[src/rtl/sub_const_pipe.sv]
// rtl/sub_const_pipe.sv - pipelined constant subtractor, diff = min - SUBTRAHEND - bin mod 2^WIDTH
//
// The borrow chain is cut into STAGES segments of SEG = ceil(WIDTH/STAGES) bits,
// with a registered borrow between neighbouring segments. Each stage register holds
// one full WIDTH-bit word: low bits are already-computed result bits, high bits are
// still-raw minuend bits waiting for their segment. This way the raw bits are skewed
// forward and the finished bits are delayed, so everything leaves the last stage aligned.
//
// Ports:
//   clk        rising-edge clock
//   rst_n      asynchronous active-low reset
//   in_valid   input operand valid
//   in_ready   block accepts input this cycle (= global advance enable)
//   min        minuend, WIDTH bits
//   bin        borrow-in, weight 1
//   out_valid  diff/bout valid
//   out_ready  downstream accepts output
//   diff       result, WIDTH bits (forced to 0 on underflow when SATURATE=1)
//   bout       borrow out of the MSB (1 = min < SUBTRAHEND + bin)
module sub_const_pipe #(
    parameter int                WIDTH      = 9,
    parameter logic [WIDTH-1:0]  SUBTRAHEND = WIDTH'(9'h07F),
    parameter int                STAGES     = 3,
    parameter bit                SATURATE   = 1'b0
) (
    input  logic             clk,
    input  logic             rst_n,
    input  logic             in_valid,
    output logic             in_ready,
    input  logic [WIDTH-1:0] min,
    input  logic             bin,
    output logic             out_valid,
    input  logic             out_ready,
    output logic [WIDTH-1:0] diff,
    output logic             bout
);

    localparam int SEG = (WIDTH + STAGES - 1) / STAGES;

    logic [WIDTH-1:0] data_q  [STAGES];
    logic             bor_q   [STAGES];
    logic             valid_q [STAGES];

    logic [WIDTH-1:0] nxt_data  [STAGES];
    logic             nxt_bor   [STAGES];
    logic             nxt_valid [STAGES];

    logic adv;

    // Whole pipe moves together: it may advance whenever the output slot is free
    // or being emptied this cycle. Bubbles are not squeezed out during a stall.
    assign adv      = out_ready | ~out_valid;
    assign in_ready = adv;

    for (genvar k = 0; k < STAGES; k++) begin : g_stage
        // Bit range [LO, HI) handled by this stage; empty when ceil() leaves
        // nothing for trailing stages, in which case the stage is a plain delay.
        localparam int LO = k * SEG;
        localparam int HI = ((k + 1) * SEG > WIDTH) ? WIDTH : (k + 1) * SEG;

        logic [WIDTH-1:0] src_data;
        logic             src_bor;
        logic             src_valid;
        logic [WIDTH-1:0] work_data;
        logic             work_bor;

        if (k == 0) begin : g_src
            assign src_data  = min;
            assign src_bor   = bin;
            assign src_valid = in_valid & in_ready;
        end else begin : g_src
            assign src_data  = data_q[k-1];
            assign src_bor   = bor_q[k-1];
            assign src_valid = valid_q[k-1];
        end

        always_comb begin
            work_data = src_data;
            work_bor  = src_bor;
            for (int i = 0; i < WIDTH; i++) begin
                if (i >= LO && i < HI) begin
                    work_data[i] = src_data[i] ^ SUBTRAHEND[i] ^ work_bor;
                    work_bor     = (~src_data[i] & SUBTRAHEND[i])
                                 | (~(src_data[i] ^ SUBTRAHEND[i]) & work_bor);
                end
            end
            // Saturation is applied only where the final borrow is known.
            if (k == STAGES - 1 && SATURATE && work_bor) begin
                work_data = '0;
            end
        end

        assign nxt_data[k]  = work_data;
        assign nxt_bor[k]   = work_bor;
        assign nxt_valid[k] = src_valid;
    end

    always_ff @(posedge clk or negedge rst_n) begin
        if (!rst_n) begin
            for (int k = 0; k < STAGES; k++) begin
                data_q[k]  <= '0;
                bor_q[k]   <= 1'b0;
                valid_q[k] <= 1'b0;
            end
        end else if (adv) begin
            for (int k = 0; k < STAGES; k++) begin
                data_q[k]  <= nxt_data[k];
                bor_q[k]   <= nxt_bor[k];
                valid_q[k] <= nxt_valid[k];
            end
        end
    end

    assign out_valid = valid_q[STAGES-1];
    assign diff      = data_q[STAGES-1];
    assign bout      = bor_q[STAGES-1];

endmodule

[config.mk]
export PLATFORM = sky130hd
export DESIGN_NAME = sub_const_pipe
export DESIGN_NICKNAME = d
export VERILOG_FILES = /design/src/rtl/sub_const_pipe.sv
export SDC_FILE = /design/constraint.sdc
export NUM_CORES = 1
export LEC_CHECK = 0
export ABC_AREA = 1
export BUFFER_PORTS_ARGS = -buffer_cell sky130_fd_sc_hd__buf_2
export CORE_ASPECT_RATIO = 0.6
export CORE_MARGIN = 1.5
export CORE_UTILIZATION = 35
export CTS_CLUSTER_DIAMETER = 50
export CTS_CLUSTER_SIZE = 10
export DETAILED_ROUTE_END_ITERATION = 10
export PLACE_DENSITY = 0.59
export SYNTH_ARGS = -nofsm -noshare
export SYNTH_HDL_FRONTEND = slang
export SYNTH_SLANG_ARGS = --single-unit
[constraint.sdc]
create_clock -name clk -period 3.1 [get_ports clk]
set_input_delay 0.31 -clock clk [delete_from_list [all_inputs] [get_ports clk]]
set_output_delay 0.31 -clock clk [all_outputs]
set_load 0.05 [all_outputs]
* Word-level counts from Yosys, hierarchy flattened
Cells that the tools add are included.
** Word-level totals
- Memories :: 0
- Word-level logic and storage cells :: 46
- Bits in registers :: 33
- Memory bits (read-only) :: 0
- Bits in writable memories :: 0
- Output and inout bits :: 12
- Input port bits :: 14
- Latch bits :: 0
** Cells by class
- Reductions and logical operators :: 0
- Multiply operators :: 0
- Bitwise gates (word level) :: 37
- Divide/modulo/power cells :: 0
- $lt $le $gt $ge :: 0
- Equal/unequal tests :: 0
- Shifts and indexed selects :: 0
- Multiplexer cells :: 0
- Add/sub/neg operators :: 0
** Operators with widths (count)
- 1-bit AND :: 10
- 1-bit NOT :: 10
- 1-bit bitwise XOR :: 9
- 1-bit OR :: 8

* Depth between registers and ports, before layout
- Depth in word-level cells :: 6
- Mapped depth :: 8
- Gate-level depth less buffers :: 8

* Worst setup path after synthesis
Ideal clock, no wire load.
- Path kind :: register -> output
- Start point :: register valid_q (netlist bit out_valid)
- End point :: output in_ready
- Path buffers :: 2
- Arrival time :: 1.055 ns
- Slack :: 1.735 ns
- Data required time :: 2.790 ns
- Cell stages (with the launch flop) :: 4
- Cells stage by stage :: dfrtp_1 buf_6 nand2_8 buf_8
** On the way
- Longest elaborated chain between the ends :: 2
** RTL lines
- start: declaration :: line 42 : logic valid_q [STAGES];
- start signal: indexed assignment :: line 109 : valid_q[k] <= nxt_valid[k];
- 1-bit NOT :: line 52 : assign adv = out_ready | ~out_valid;
- 1-bit OR :: line 52
- end: declaration :: line 29 : output logic in_ready,
No other way between the ends.

* Worst setup path in the final report
Ends and elaborated chain as after synthesis.

==> results.txt <==
Worst Setup Start Kind - flip-flop
Comb power frac - 39.1%
sequence of cells on the critical path - buf_4 > nand2_8 > buf_2
initial antenna violation count - 0
Starting Density - 36.7%
register area share after synthesis - 54.2%
Setup TNS Final - 0 ps
yosys warns - 0
Post-CTS Resized - 0
Post-Syn Nets - 185
Slew @ Worst Pin - 745 ps
GPL Wtd Cong - 0.733
Placed Instance Area - 0.00164 mm^2
slew margin rel. - 50.3%
Mapped Area - 0.00152 mm^2
initial drt markers - 73
slowest stage cell, crit path - buf_4
Design Power - 1.79 mW
PnR worst setup slack - 1320 ps
Die ar. - 0.00477 mm^2
worst setup path class - flip-flop to output port
Synth cell types - 12
CTS tree - done
P_leak - 0.970 nW
worst vdd ir - 0.000483 V
Setup Buffers After CTS - 0
GRT Total Usage - 14.2%
Vias - 1072
Yosys reg bits - 33
crit path capture type - output port
largest net degree at the start of global routing - 35
vias in the first global route - 1059
worst hold path class - input port to asynchronous set/reset pin
FF/Latch Area - 826 um^2
Die H - 54.1 um
Ports - 26
Critical Path Fanout Max - 34
hold-fix buffers at CTS - 0
cell family with most CP delay - buffers and inverters
Detailed Place HPWL - 1780 um
global-route wire length before repair - 4930 um
Placed Cells - 238
H-Tree Depth - 2
post-route cell area - 0.00175 mm^2
clk slew on worst S/H paths - 70 ps
Fin Hold WS - 91.4 ps
clk buf depth - 2
final setup violation count - 0
Switching Share - 42.3%
number of routed nets with antenna violations - 0
CP arrival - 1470 ps
Tmin final - 1780 ps
Syn Inst Count - 162
CP Data Required Time - 2790 ps
Layout area overhead - 15.2%
CP bufs+invs - 2
Congestion Overflow GR - 0
post-placement setup slack - 1550 ps
drt wl/cell - 11.6 um
worst skew pair latency - 280 ps
Seq pwr share - 37.8%
Peak Freq - 561 MHz
share of post-route cells with drive strength above 1 - 23.1%
diode count - 0
Mean Syn Cell Area - 9.40 um^2
Critical Path Start - out_valid
clock sinks - 33
# DRC - 0
Pre-antenna DRT Iters - 4
unrepaired setup endpoints after global routing - false
final period utilization - 57.5%
Core Util, Final - 42.3%
area of the multi-input gates - 557 um^2
Die W - 88.2 um
PwrDens - 1020 mW/mm^2
Final Skew - 7.89 ps
FILL cells - 436
vias per cell - 4.36
CP peak stage delay - 360 ps
Clock Tree Root - clkbuf_8
reg2reg start - g_stage[1].src_data[3]
cts bufs inserted - 5
final WL - 2850 um
status - finished, final reports clean
Int Power - 1.03 mW
PortBufs - 25
clock network fraction of total power - 23.1%
P_sw - 0.755 mW
Core Rows - 18
final non-filler cell total - 246
maxcap violations - 0
final hold vios - 0
core area - 0.00414 mm^2
Final Net Count - 208
Slew Viols, Final - 0
## layout by cell type, fill, tap and decap left out, drive strengths merged
| cell | n |
|---|---|
| buf | 26 |
| bufinv | 1 |
| clkbuf | 7 |
| dfrtp | 33 |
| ha | 9 |
| inv | 12 |
| nand2 | 66 |
| nand3 | 32 |
## per-layer routing
metal / GRT usage [%] / share of wire (%) / wire length [um] / up-vias
li1: - / - / - / 557
met1: 20.0 / 56 / 1590 / 489
met2: 20.1 / 39 / 1110 / 24
met3: 5.52 / 4.8 / 137 / 2
met4: 3.91 / 0.28 / 8 / 0
met5: 0 / 0 / 0 / -
## final timing paths
kind / cells after the start / to / slack (ps)
min reg2reg: 2 / out_valid / 470
min: 1 / diff[4] / 90
max reg2reg: 5 / g_stage[2].src_data[5] / 1780
min in group clk: 3 / g_stage[1].src_data[8] / 220
max in group asynchronous: 1 / diff[2] / 2520
max: 3 / in_ready / 1320
## cells by family (layout without fill, tap and decap cells)
logic type	count (synthesis)	in the layout	synth area share [%]
adders and majority gates	9	9	7.40
buffers and inverters	22	46	9.20
DFF	33	33	54.2
and+or+nand+nor	98	98	29.2
## final cells by class
cell class / count / area share (%)
Sequential cell: 33 / 47.1
Clock inverter: 1 / 1.71
Multi-Input combinational cell: 107 / 31.7
Clock buffer: 7 / 4.92
Inverter: 12 / 2.71
Tap cell: 60 / 4.28
Timing Repair Buffer: 26 / 7.56
## power groups by stage
stage	combinational [mW]	clock [mW]	sequential, mW
floorplan	0.345	0	0.915
global route	0.770	0.444	0.698
finish	0.698	0.412	0.675
detailed placement	0.702	0	0.681
global placement	0.696	0	0.685
CTS	0.708	0.422	0.677
## synth_stat cells
cell,instances,area share [%]
buf_2,2,0.66
buf_4,3,1.5
buf_6,4,3.0
buf_8,1,0.99
dfrtp_1,33,54
ha_1,9,7.4
inv_1,11,2.7
inv_4,1,0.41
nand2_1,57,14
nand2_2,8,3.3
nand2_8,1,1.3
nand3_1,32,11
## registers in the layout, indices dropped and copies added (netlist names)
| register | cells |
|---|---|
| g_stage.src_valid | 2 |
| g_stage.src_bor | 2 |
| g_stage.src_data | 18 |
| bout | 1 |
| out_valid | 1 |
| diff | 9 |
Power figures use the tool's default switching activity.
